## src/rtl/holosynth_audio_pkg.sv

```systemverilog
// Shared definitions for the host audio register bus: address map, control
// and status bit positions, and the playback state encoding.
package holosynth_audio_pkg;

  localparam logic [2:0] ADDR_L    = 3'd0;
  localparam logic [2:0] ADDR_R    = 3'd1;
  localparam logic [2:0] ADDR_CTRL = 3'd2;
  localparam logic [2:0] ADDR_WM   = 3'd3;

  localparam int CTRL_ENABLE = 0;
  localparam int CTRL_CLEAR  = 1;
  localparam int CTRL_FLUSH  = 2;

  localparam int ST_UNDERRUN  = 16;
  localparam int ST_OVERRUN   = 17;
  localparam int ST_ENABLE    = 18;
  localparam int ST_LOW_WATER = 19;
  localparam int ST_STATE_LSB = 20;

  typedef enum logic [1:0] {
    S_IDLE  = 2'd0,
    S_PRIME = 2'd1,
    S_PLAY  = 2'd2
  } play_state_e;

endpackage

```

## src/rtl/stereo_fifo.sv

```systemverilog
// Dual-pointer FIFO of stereo pairs. Pointers carry a wrap bit; the popped
// pair is registered and doubles as the consumer-facing output register.
module stereo_fifo #(
  parameter int FIFO_WIDTH = 6,
  parameter int DATA_W     = 48
) (
  input  logic                clk,
  input  logic                reset_n,
  input  logic                push,
  input  logic                pop,
  input  logic                flush,
  input  logic                clr_data,
  input  logic [DATA_W-1:0]   wdata,
  output logic [DATA_W-1:0]   rdata,
  output logic                full,
  output logic                empty,
  output logic [FIFO_WIDTH:0] fill
);

  localparam int DEPTH = 1 << FIFO_WIDTH;
  localparam logic [FIFO_WIDTH:0] PTR_ONE = 1;

  logic [DATA_W-1:0]   mem [DEPTH];
  logic [FIFO_WIDTH:0] wptr_q, wptr_d, rptr_q, rptr_d;
  logic [DATA_W-1:0]   rdata_q, rdata_d;

  assign fill  = wptr_q - rptr_q;
  assign empty = (wptr_q == rptr_q);
  assign full  = (wptr_q[FIFO_WIDTH] != rptr_q[FIFO_WIDTH]) &&
                 (wptr_q[FIFO_WIDTH-1:0] == rptr_q[FIFO_WIDTH-1:0]);
  assign rdata = rdata_q;

  always_comb begin
    wptr_d  = wptr_q;
    rptr_d  = rptr_q;
    rdata_d = rdata_q;
    if (flush) begin
      wptr_d = '0;
      rptr_d = '0;
    end else begin
      if (push) wptr_d = wptr_q + PTR_ONE;
      if (pop)  rptr_d = rptr_q + PTR_ONE;
    end
    // Zeroing the output takes priority over presenting a popped pair.
    if (clr_data)           rdata_d = '0;
    else if (pop && !flush) rdata_d = mem[rptr_q[FIFO_WIDTH-1:0]];
  end

  always_ff @(posedge clk or negedge reset_n) begin
    if (!reset_n) begin
      wptr_q  <= '0;
      rptr_q  <= '0;
      rdata_q <= '0;
    end else begin
      wptr_q  <= wptr_d;
      rptr_q  <= rptr_d;
      rdata_q <= rdata_d;
    end
  end

  always_ff @(posedge clk) begin
    if (push && !flush) mem[wptr_q[FIFO_WIDTH-1:0]] <= wdata;
  end

endmodule

```

## src/rtl/host_audio_sink.sv

```systemverilog
// Host-written stereo playback path: register decode, FIFO, playback FSM
// and sticky xrun flags feeding the I2S transmitter / mixer.
module host_audio_sink
  import holosynth_audio_pkg::*;
#(
  parameter int FIFO_WIDTH    = 6,
  parameter int AUD_BIT_DEPTH = 24
) (
  input  logic                     clk,
  input  logic                     reset_n,
  input  logic [2:0]               address,
  input  logic                     write,
  input  logic                     read,
  input  logic [31:0]              datain,
  output logic [31:0]              dataout,
  input  logic                     sample_tick,
  output logic [AUD_BIT_DEPTH-1:0] lsound_out,
  output logic [AUD_BIT_DEPTH-1:0] rsound_out,
  output logic                     sample_valid,
  output logic                     low_water
);

  localparam int W = AUD_BIT_DEPTH;
  localparam logic [FIFO_WIDTH:0] DEPTH_V = {1'b1, {FIFO_WIDTH{1'b0}}};

  play_state_e         state_q, state_d;
  logic [W-1:0]        l_hold_q, l_hold_d, wr_sample;
  logic                enable_q, enable_d;
  logic [FIFO_WIDTH:0] wm_q, wm_d;
  logic                underrun_q, underrun_d, overrun_q, overrun_d;
  logic                low_water_q, low_water_d, sample_valid_q, sample_valid_d;
  logic [31:0]         dataout_q, dataout_d, status;

  logic wr_l, wr_r, wr_ctrl, wr_wm, do_flush, do_clear;
  logic tick_play, pop_go, underrun_evt, push_go, overrun_evt, clr_data;

  logic                fifo_full, fifo_empty;
  logic [FIFO_WIDTH:0] fifo_fill;
  logic [2*W-1:0]      fifo_rdata;

  logic unused_datain;
  assign unused_datain = &{1'b0, datain};

  always_comb begin
    wr_sample = datain[31 -: W];
    wr_l      = write && (address == ADDR_L);
    wr_r      = write && (address == ADDR_R);
    wr_ctrl   = write && (address == ADDR_CTRL);
    wr_wm     = write && (address == ADDR_WM);
    do_flush  = wr_ctrl && datain[CTRL_FLUSH];
    do_clear  = wr_ctrl && datain[CTRL_CLEAR];

    tick_play    = sample_tick && enable_q && (state_q == S_PLAY);
    // Empty is judged before any same-cycle push; full after any same-cycle pop.
    pop_go       = tick_play && !fifo_empty && !do_flush;
    underrun_evt = tick_play && fifo_empty;
    push_go      = wr_r && !do_flush && (!fifo_full || pop_go);
    overrun_evt  = wr_r && !do_flush && fifo_full && !pop_go;
    clr_data     = !enable_q || (state_q == S_IDLE) || underrun_evt;
  end

  stereo_fifo #(
    .FIFO_WIDTH (FIFO_WIDTH),
    .DATA_W     (2*W)
  ) u_fifo (
    .clk      (clk),
    .reset_n  (reset_n),
    .push     (push_go),
    .pop      (pop_go),
    .flush    (do_flush),
    .clr_data (clr_data),
    .wdata    ({l_hold_q, wr_sample}),
    .rdata    (fifo_rdata),
    .full     (fifo_full),
    .empty    (fifo_empty),
    .fill     (fifo_fill)
  );

  always_comb begin
    state_d = state_q;
    if (!enable_q) begin
      state_d = S_IDLE;
    end else begin
      unique case (state_q)
        S_IDLE:  state_d = S_PRIME;
        S_PRIME: if (fifo_fill >= wm_q) state_d = S_PLAY;
        S_PLAY:  if (underrun_evt) state_d = S_PRIME;
        default: state_d = S_IDLE;
      endcase
    end
  end

  always_comb begin
    l_hold_d       = wr_l ? wr_sample : l_hold_q;
    enable_d       = wr_ctrl ? datain[CTRL_ENABLE] : enable_q;
    wm_d           = wr_wm ? datain[FIFO_WIDTH:0] : wm_q;
    underrun_d     = (underrun_q && !do_clear) || underrun_evt;
    overrun_d      = (overrun_q && !do_clear) || overrun_evt;
    low_water_d    = enable_q && (fifo_fill < wm_q);
    sample_valid_d = pop_go;

    status                         = '0;
    status[FIFO_WIDTH:0]           = fifo_fill;
    status[ST_UNDERRUN]            = underrun_q;
    status[ST_OVERRUN]             = overrun_q;
    status[ST_ENABLE]              = enable_q;
    status[ST_LOW_WATER]           = low_water_q;
    status[ST_STATE_LSB +: 2]      = state_q;

    dataout_d = dataout_q;
    if (read) begin
      unique case (address)
        ADDR_L:    dataout_d = status;
        ADDR_R:    dataout_d = 32'(DEPTH_V - fifo_fill);
        ADDR_CTRL: dataout_d = {31'd0, enable_q};
        ADDR_WM:   dataout_d = 32'(wm_q);
        default:   dataout_d = '0;
      endcase
    end
  end

  always_ff @(posedge clk or negedge reset_n) begin
    if (!reset_n) begin
      state_q        <= S_IDLE;
      l_hold_q       <= '0;
      enable_q       <= 1'b0;
      wm_q           <= '0;
      underrun_q     <= 1'b0;
      overrun_q      <= 1'b0;
      low_water_q    <= 1'b0;
      sample_valid_q <= 1'b0;
      dataout_q      <= '0;
    end else begin
      state_q        <= state_d;
      l_hold_q       <= l_hold_d;
      enable_q       <= enable_d;
      wm_q           <= wm_d;
      underrun_q     <= underrun_d;
      overrun_q      <= overrun_d;
      low_water_q    <= low_water_d;
      sample_valid_q <= sample_valid_d;
      dataout_q      <= dataout_d;
    end
  end

  assign dataout      = dataout_q;
  assign lsound_out   = fifo_rdata[2*W-1:W];
  assign rsound_out   = fifo_rdata[W-1:0];
  assign sample_valid = sample_valid_q;
  assign low_water    = low_water_q;

endmodule

```

## config.mk

```make
export PLATFORM = sky130hd
export DESIGN_NAME = host_audio_sink
export DESIGN_NICKNAME = d
export VERILOG_FILES = /design/src/rtl/holosynth_audio_pkg.sv /design/src/rtl/stereo_fifo.sv /design/src/rtl/host_audio_sink.sv
export SDC_FILE = /design/constraint.sdc
export NUM_CORES = 2
export LEC_CHECK = 0
export ABC_AREA = 1
export CAP_MARGIN = 20
export CELL_PAD_IN_SITES_DETAIL_PLACEMENT = 0
export CELL_PAD_IN_SITES_GLOBAL_PLACEMENT = 1
export CORE_AREA = 4 4 549 551
export CTS_CLUSTER_SIZE = 10
export DETAILED_ROUTE_END_ITERATION = 10
export DIE_AREA = 0 0 553 555
export PLACE_DENSITY = 0.74
export SLEW_MARGIN = 40
export SYNTH_ARGS = -nofsm -noshare
export SYNTH_HDL_FRONTEND = slang
export SYNTH_SLANG_ARGS = --single-unit
```

## constraint.sdc

```tcl
create_clock -name clk -period 12.9 [get_ports clk]
set_input_delay 3.225 -clock clk [delete_from_list [all_inputs] [get_ports clk]]
set_output_delay 3.225 -clock clk [all_outputs]
set_load 0.02 [all_outputs]
```

; ---- Word level (Yosys, flattened, before mapping)
; Memory sizes are Yosys's and may differ from the RTL's.
; Cells that the tools add are included.
[classes]
eq_ne = 10
muxes = 13
magnitude_cmp = 2
reduce_logical = 38
addsub = 4
[ops]
columns = operator, n
row1 = $pmux 32 s4, 1
row2 = $mux 48, 2
row3 = $mux 7, 4
row4 = $logic_and 1x1->1, 21
row5 = $add 7x1->7 const B, 2
row6 = $sub 7x7->8 const A, 1
row7 = $eq 7x7->1, 1
row8 = $ge 7x7->1, 1
row9 = $lt 7x7->1, 1
row10 = $sub 7x7->7, 1
row11 = $eq 3x2->1 const B, 2
row12 = $eq 6x6->1, 1
row13 = $logic_not 1->1, 6
row14 = $mux 2, 3
row15 = $ne 3x3->1 const B, 2
row16 = $pmux 2 s3, 1
row17 = $reduce_bool 2->1, 3
row18 = $logic_or 1x1->1, 5
row19 = $eq 3x1->1 const B, 1
row20 = $logic_not 3->1, 1
row21 = $eq 2x1->1 const B, 1
row22 = $eq 2x2->1 const B, 1
row23 = $logic_not 2->1, 1
row24 = $mux 1, 2
row25 = 2 further kinds, 2
[word_totals]
output_inout_bits = 82
register_bits = 132
wordCells = 80
inputBits = 40
memories = 1
ram_bits = 3072
[memory_table]
columns = memory, words, width, read_ports, rd_clocked_by_memory_dff, wr, line_no
row1 = u_fifo.mem, 64, 48, 1, 0, 1, stereo_fifo.sv:23  ; logic [DATA_W-1:0] mem [DEPTH];

; ---- Longest topological paths before layout
[depth]
depth_word = 10
ltp_mapped = 20
ltp_nobuf = 18

; ---- By module
; Synthesis repeated with hierarchy kept, for this count alone.
[hier_totals]
hier_cells = 12897
area_unflattened_um2 = 135003.2
[by_module_without_submodules]
columns = module, n_inst, seq_area_each_um2, area_per_inst_um2, cells_per_inst
row1 = stereo_fifo, 1, 93800.0, 132279.4, 12556
row2 = host_audio_sink, 1, 1301.2, 2723.9, 341

; ---- Worst setup path after synthesis
; OpenSTA, ideal clock, no wires.
[synth_timing]
path_kind = input -> register
start = input address[0]
end = memory u_fifo.mem[15][0] (enable)
slack_ns = 4.795
path_stages = 8
t_arrival_ns = 7.582
n_path_buf = 1
setup_ns = 0.523
required_ns = 12.377
path_cell_list = inv_1 nand4_2 or2_1 buf_2 nand2_2 nand2_2 nand4_1 nor3b_1
[synth_between]
elab_chain_cells = 10
elab_cells_between_ends = 13
cone_classes = 2 x eq/ne / 2 x mux / 9 x reduce/logical
[synth_rtl]
columns = element, line_no
row1 = "start, declared", host_audio_sink.sv:11  ; input logic [2:0] address,
row2 = $eq 3x2->1, host_audio_sink.sv:48  ; wr_ctrl = write && (address == ADDR_CTRL);
row3 = $logic_and 1x1->1, host_audio_sink.sv:48
row4 = $logic_and 1x1->1, host_audio_sink.sv:50  ; do_flush = wr_ctrl && datain[CTRL_FLUSH];
row5 = $logic_not 1->1, "stereo_fifo.sv:62, host_audio_sink.sv:55, host_audio_sink.sv:57"
row6 = $logic_and 1x1->1, host_audio_sink.sv:55  ; pop_go = tick_play && !fifo_empty && !do_flush;
row7 = $logic_or 1x1->1, host_audio_sink.sv:57  ; push_go = wr_r && !do_flush && (!fifo_full || pop_go);
row8 = $logic_and 1x1->1, host_audio_sink.sv:57
row9 = $logic_and 1x1->1 *, stereo_fifo.sv:62  ; if (push && !flush) mem[wptr_q[FIFO_WIDTH-1:0]] <= wdata;
row10 = $mux 1 *, stereo_fifo.sv:62
row11 = $mux 1 (not written as such) *, stereo_fifo.sv:62
row12 = "end, declared", stereo_fifo.sv:23
; Every way passes the cells marked *; elsewhere a longest branch is shown, timed or not.

; ---- Worst setup path in the final report
[layout_timing]
start = input address[2]
end = memory u_fifo.mem[61][33] (enable)
; Same word-level chain as after synthesis.

==> impl_metrics.py <==
metrics = {
    "route": {
        "first_pass_iters": 9,
        "detail_route.iter0.violations": 10600,
        "ant_nets": 0,
        "viasPerCell": 5.49,
        "route.detailed.drc": 0,
        "vias": 88800,
        "wire_per_inst_um": 24.3,
        "routed_wl_um": 394000,
    },
    "cts": {
        "cts_tree": "done",
        "clk_pin_slew_worst_paths_ns": 0.06,
        "postCtsHoldBufs": 0,
        "postCtsResizedCells": 0,
        "cts_setup_buffers": 0,
        "cts.htree.levels": 5,
        "clock_tree.buffer_depth": 4,
        "clk_latency_ns": 0.94,
        "cts_root_buffer": "clkbuf_16",
        "numCtsBuffers": 365,
        "cts.sinks": 3186,
    },
    "finish": {
        "syn2layout_area_growth_pct": 12.4,
        "fillers": 25700,
        "multi_input_area_um2": 30700,
        "drive_above_1_share": 0.0669,
        "seq_area_um2": 95100,
        "fin_nets": 12100,
    },
    "floorplan": {
        "die_area_um2": 307000,
        "start_util": 0.448,
        "die-width_um": 553,
        "ioPinCount": 122,
        "rows": 200,
        "core_area_um2": 296000,
        "die_h_um": 555,
    },
    "timing": {
        "hold_viol": 0,
        "rsz0062_at_grt": "no",
        "final-setup-viol-count": 0,
        "slew_viol_final": 0,
        "min_period_ns": 6.67,
        "fin_tns_setup_ns": 0,
        "max_freq_mhz": 150,
        "tightest_slew_ns": 1.18,
        "slew-limit-headroom": 0.212,
        "finClkSkew_ns": 0.0630,
        "fin_crit_sh": 0.517,
        "holdWs_ns": 0.481,
    },
    "placed_design": {
        "gp_congestion": 0.846,
        "hpwl_um": 205000,
        "io_buffers": 120,
    },
    "synth": {
        "synth_top_family_by_area": "simple AND/OR/NAND/NOR gates",
        "yosysUniqueCellTypes": 42,
        "synth_edf_count": 3072,
        "ys_seq_area_frac": 0.716,
        "syn_inst": 12000,
        "synth-seq-cells": 3186,
        "yosys_warnings": 0,
        "synth-xor-area-share": 0.000584,
        "yosys.area_share.simple": 0.218,
        "synth-compound-area-share": 0.00517,
        "synth_mux_area_frac": 0.00204,
        "syn_nets": 12100,
        "synth_adder_area_share": 0.00166,
        "netlist_area_um2": 133000,
        "synthArstFlopShare": 0.0358,
        "avgSynthCellArea_um2": 11.0,
        "ys.flop_type": "edfxtp_1",
    },
    "critical_path": {
        "end_kind": "flip-flop",
        "crit_fanout": 33,
        "path_class": "in2reg",
        "arrival_ns": 7.20,
        "cp.required_ns": 13.43,
        "cp-start-kind": "input pin",
    },
    "global_route": {
        "grt_max_degree": 179,
        "grt_pass1_wl_um": 572000,
        "grt_usage": 0.250,
        "antenna_found_initial": 7,
        "grt_pass1_vias": 84300,
        "grt-ovfl-total": 0,
    },
    "worst_hold_path": {
        "hp-class": "reg2reg",
    },
    "power_and_ir_drop": {
        "p_leak_uw": 0.0579,
        "peakVddDrop_mv": 0.137,
        "p_per_area_nw_per_um2": 196,
    },
    "status": {
        "status": "complete, no violations",
    },
    "run": {
        "cap_violations": 0,
    },
}
-- stage by stage --
step                      cell area [um^2]  std cells  setup WS (ns)  power (uW)  utilization
after global placement              138000      15600           5.22       20000        0.464
after detailed placement            138000      15600           5.34       20100        0.467
after CTS                           149000      16200           6.30       29400        0.502
final                               149000      16200           6.23       29300        0.504
after floorplan                     133000      12000           4.79       17300            -
after global routing                149000      16200           6.23       30600        0.504
-- worst paths after layout --
check / startpoint / endpoint / slack [ns] / cells past startpoint
min reg2reg: u_fifo.rdata[30]$_DFFE_PN0P_ / u_fifo.rdata[30]$_DFFE_PN0P_ / 0.48 / 2
max: address[2] / u_fifo.mem[61][33]$_DFFE_PP_ / 6.23 / 11
max reg2reg: u_fifo.rptr_q[4]$_DFFE_PN0P_ / u_fifo.mem[61][33]$_DFFE_PP_ / 7.02 / 14
min: u_fifo.rdata[30]$_DFFE_PN0P_ / u_fifo.rdata[30]$_DFFE_PN0P_ / 0.48 / 2
max in group asynchronous: reset_n / l_hold_q[15]$_DFFE_PN0P_ / 9.26 / 2
min in group asynchronous: reset_n / u_fifo.rdata[25]$_DFFE_PN0P_ / 2.33 / 1
-- cells in the final DEF, fill, tap and decap left out, drive strengths merged --
cell and instances:
o221ai 1, o31ai 3, ha 16, bufinv 3, nand3b 3, or2 13, clkinv 29, nand4 7
buf 269, o21bai 1, a31o 1, xnor2 2, o22ai 1, o21ai 44, mux2 24, nor3 17
diode 2, a21oi 78, clkinvlp 1, xor2 6, dfrtp 114, nor3b 2, edfxtp 3072, fa 1
inv 1068, o211ai 3, nor4 1, nor2 130, clkbuf 511, nand3 2314, nand2 4418, clkdlybuf4s50 95
-- power breakdown --
group / leakage [uW] / switching (uW) / internal [uW]
logic: 0.0238 / 5950 / 2090
registers: 0.0291 / 216 / 11700
clock network: 0.00500 / 3980 / 5320
-- cells by family (layout without fill, tap and decap cells) --
| group | after synthesis | count (layout) |
|---|---|---|
| AOI/OAI and AO/OA | 132 | 132 |
| xor gates and xnor gates | 8 | 8 |
| DFF | 3186 | 3186 |
| buffers and inverters | 1761 | 1976 |
| and+or+nand+nor | 6905 | 6905 |
| adders and majority gates | 17 | 17 |
| muxes | 24 | 24 |
| other | 0 | 2 |
-- routing by layer --
layer	routed length (um)	track usage	vias to the layer above
li1	-	-	40400
met1	160000	0.340	43800
met2	186000	0.409	3924
met3	32300	0.0369	702
met4	16200	0.0950	0
met5	0	0	-
-- synthesized netlist by cell type, types with 2 or more instances --
library cell  number  area [um^2]
a21oi_1           78          390
buf_1             67          251
buf_2            424         2120
buf_4             65          488
buf_6             11          124
clkbuf_1         123          462
clkinv_1           2         7.51
dfrtp_1          114         2850
edfxtp_1        3072        92200
ha_1              16          200
inv_1           1058         3970
inv_2              9         33.8
mux2_2            24          270
nand2_1         4412        16600
nand2_2            6         37.5
nand3_1         2314        11600
nand3b_1           3         22.5
nand4_1            6         37.5
nor2_1           127          477
nor2_4             2         22.5
nor3_1            16         80.1
nor3b_1            2         15.0
o211ai_1           3         22.5
o21ai_0           42          210
o21ai_1            2         10.0
o31ai_1            3         22.5
or2_2             12         75.1
xor2_1             6         52.6
-- sequential cells by signal, indices dropped and copies added (netlist names) --
register and flops:
u_fifo.mem 3072, overrun_q 1, sample_valid 1, enable_q 1
dataout 14, low_water 1, state_q 2, l_hold_q 24
u_fifo.rptr_q 7, underrun_q 1, u_fifo.wptr_q 7, u_fifo.rdata 48
wm_q 7
-- critical path, stage by stage --
cell	delay, ns
clkdlybuf4s50_1	0.53
inv_2	0.07
nand4_2	0.12
or2_1	0.40
nand2_2	0.13
nand2_2	0.15
nand2_2	0.14
nor2_2	0.19
nand2_1	0.54
nor2_4	0.79
buf_4	0.78
-- area by class of cell --
cell class / count / area share
Sequential cell: 3186 / 0.638
Clock buffer: 510 / 0.0658
Timing Repair Buffer: 365 / 0.0264
Tap cell: 3939 / 0.0330
Antenna cell: 2 / 0.0000335
Inverter: 1070 / 0.0273
Clock inverter: 31 / 0.00402
Multi-Input combinational cell: 7086 / 0.206
Power figures use the tool's default switching activity.
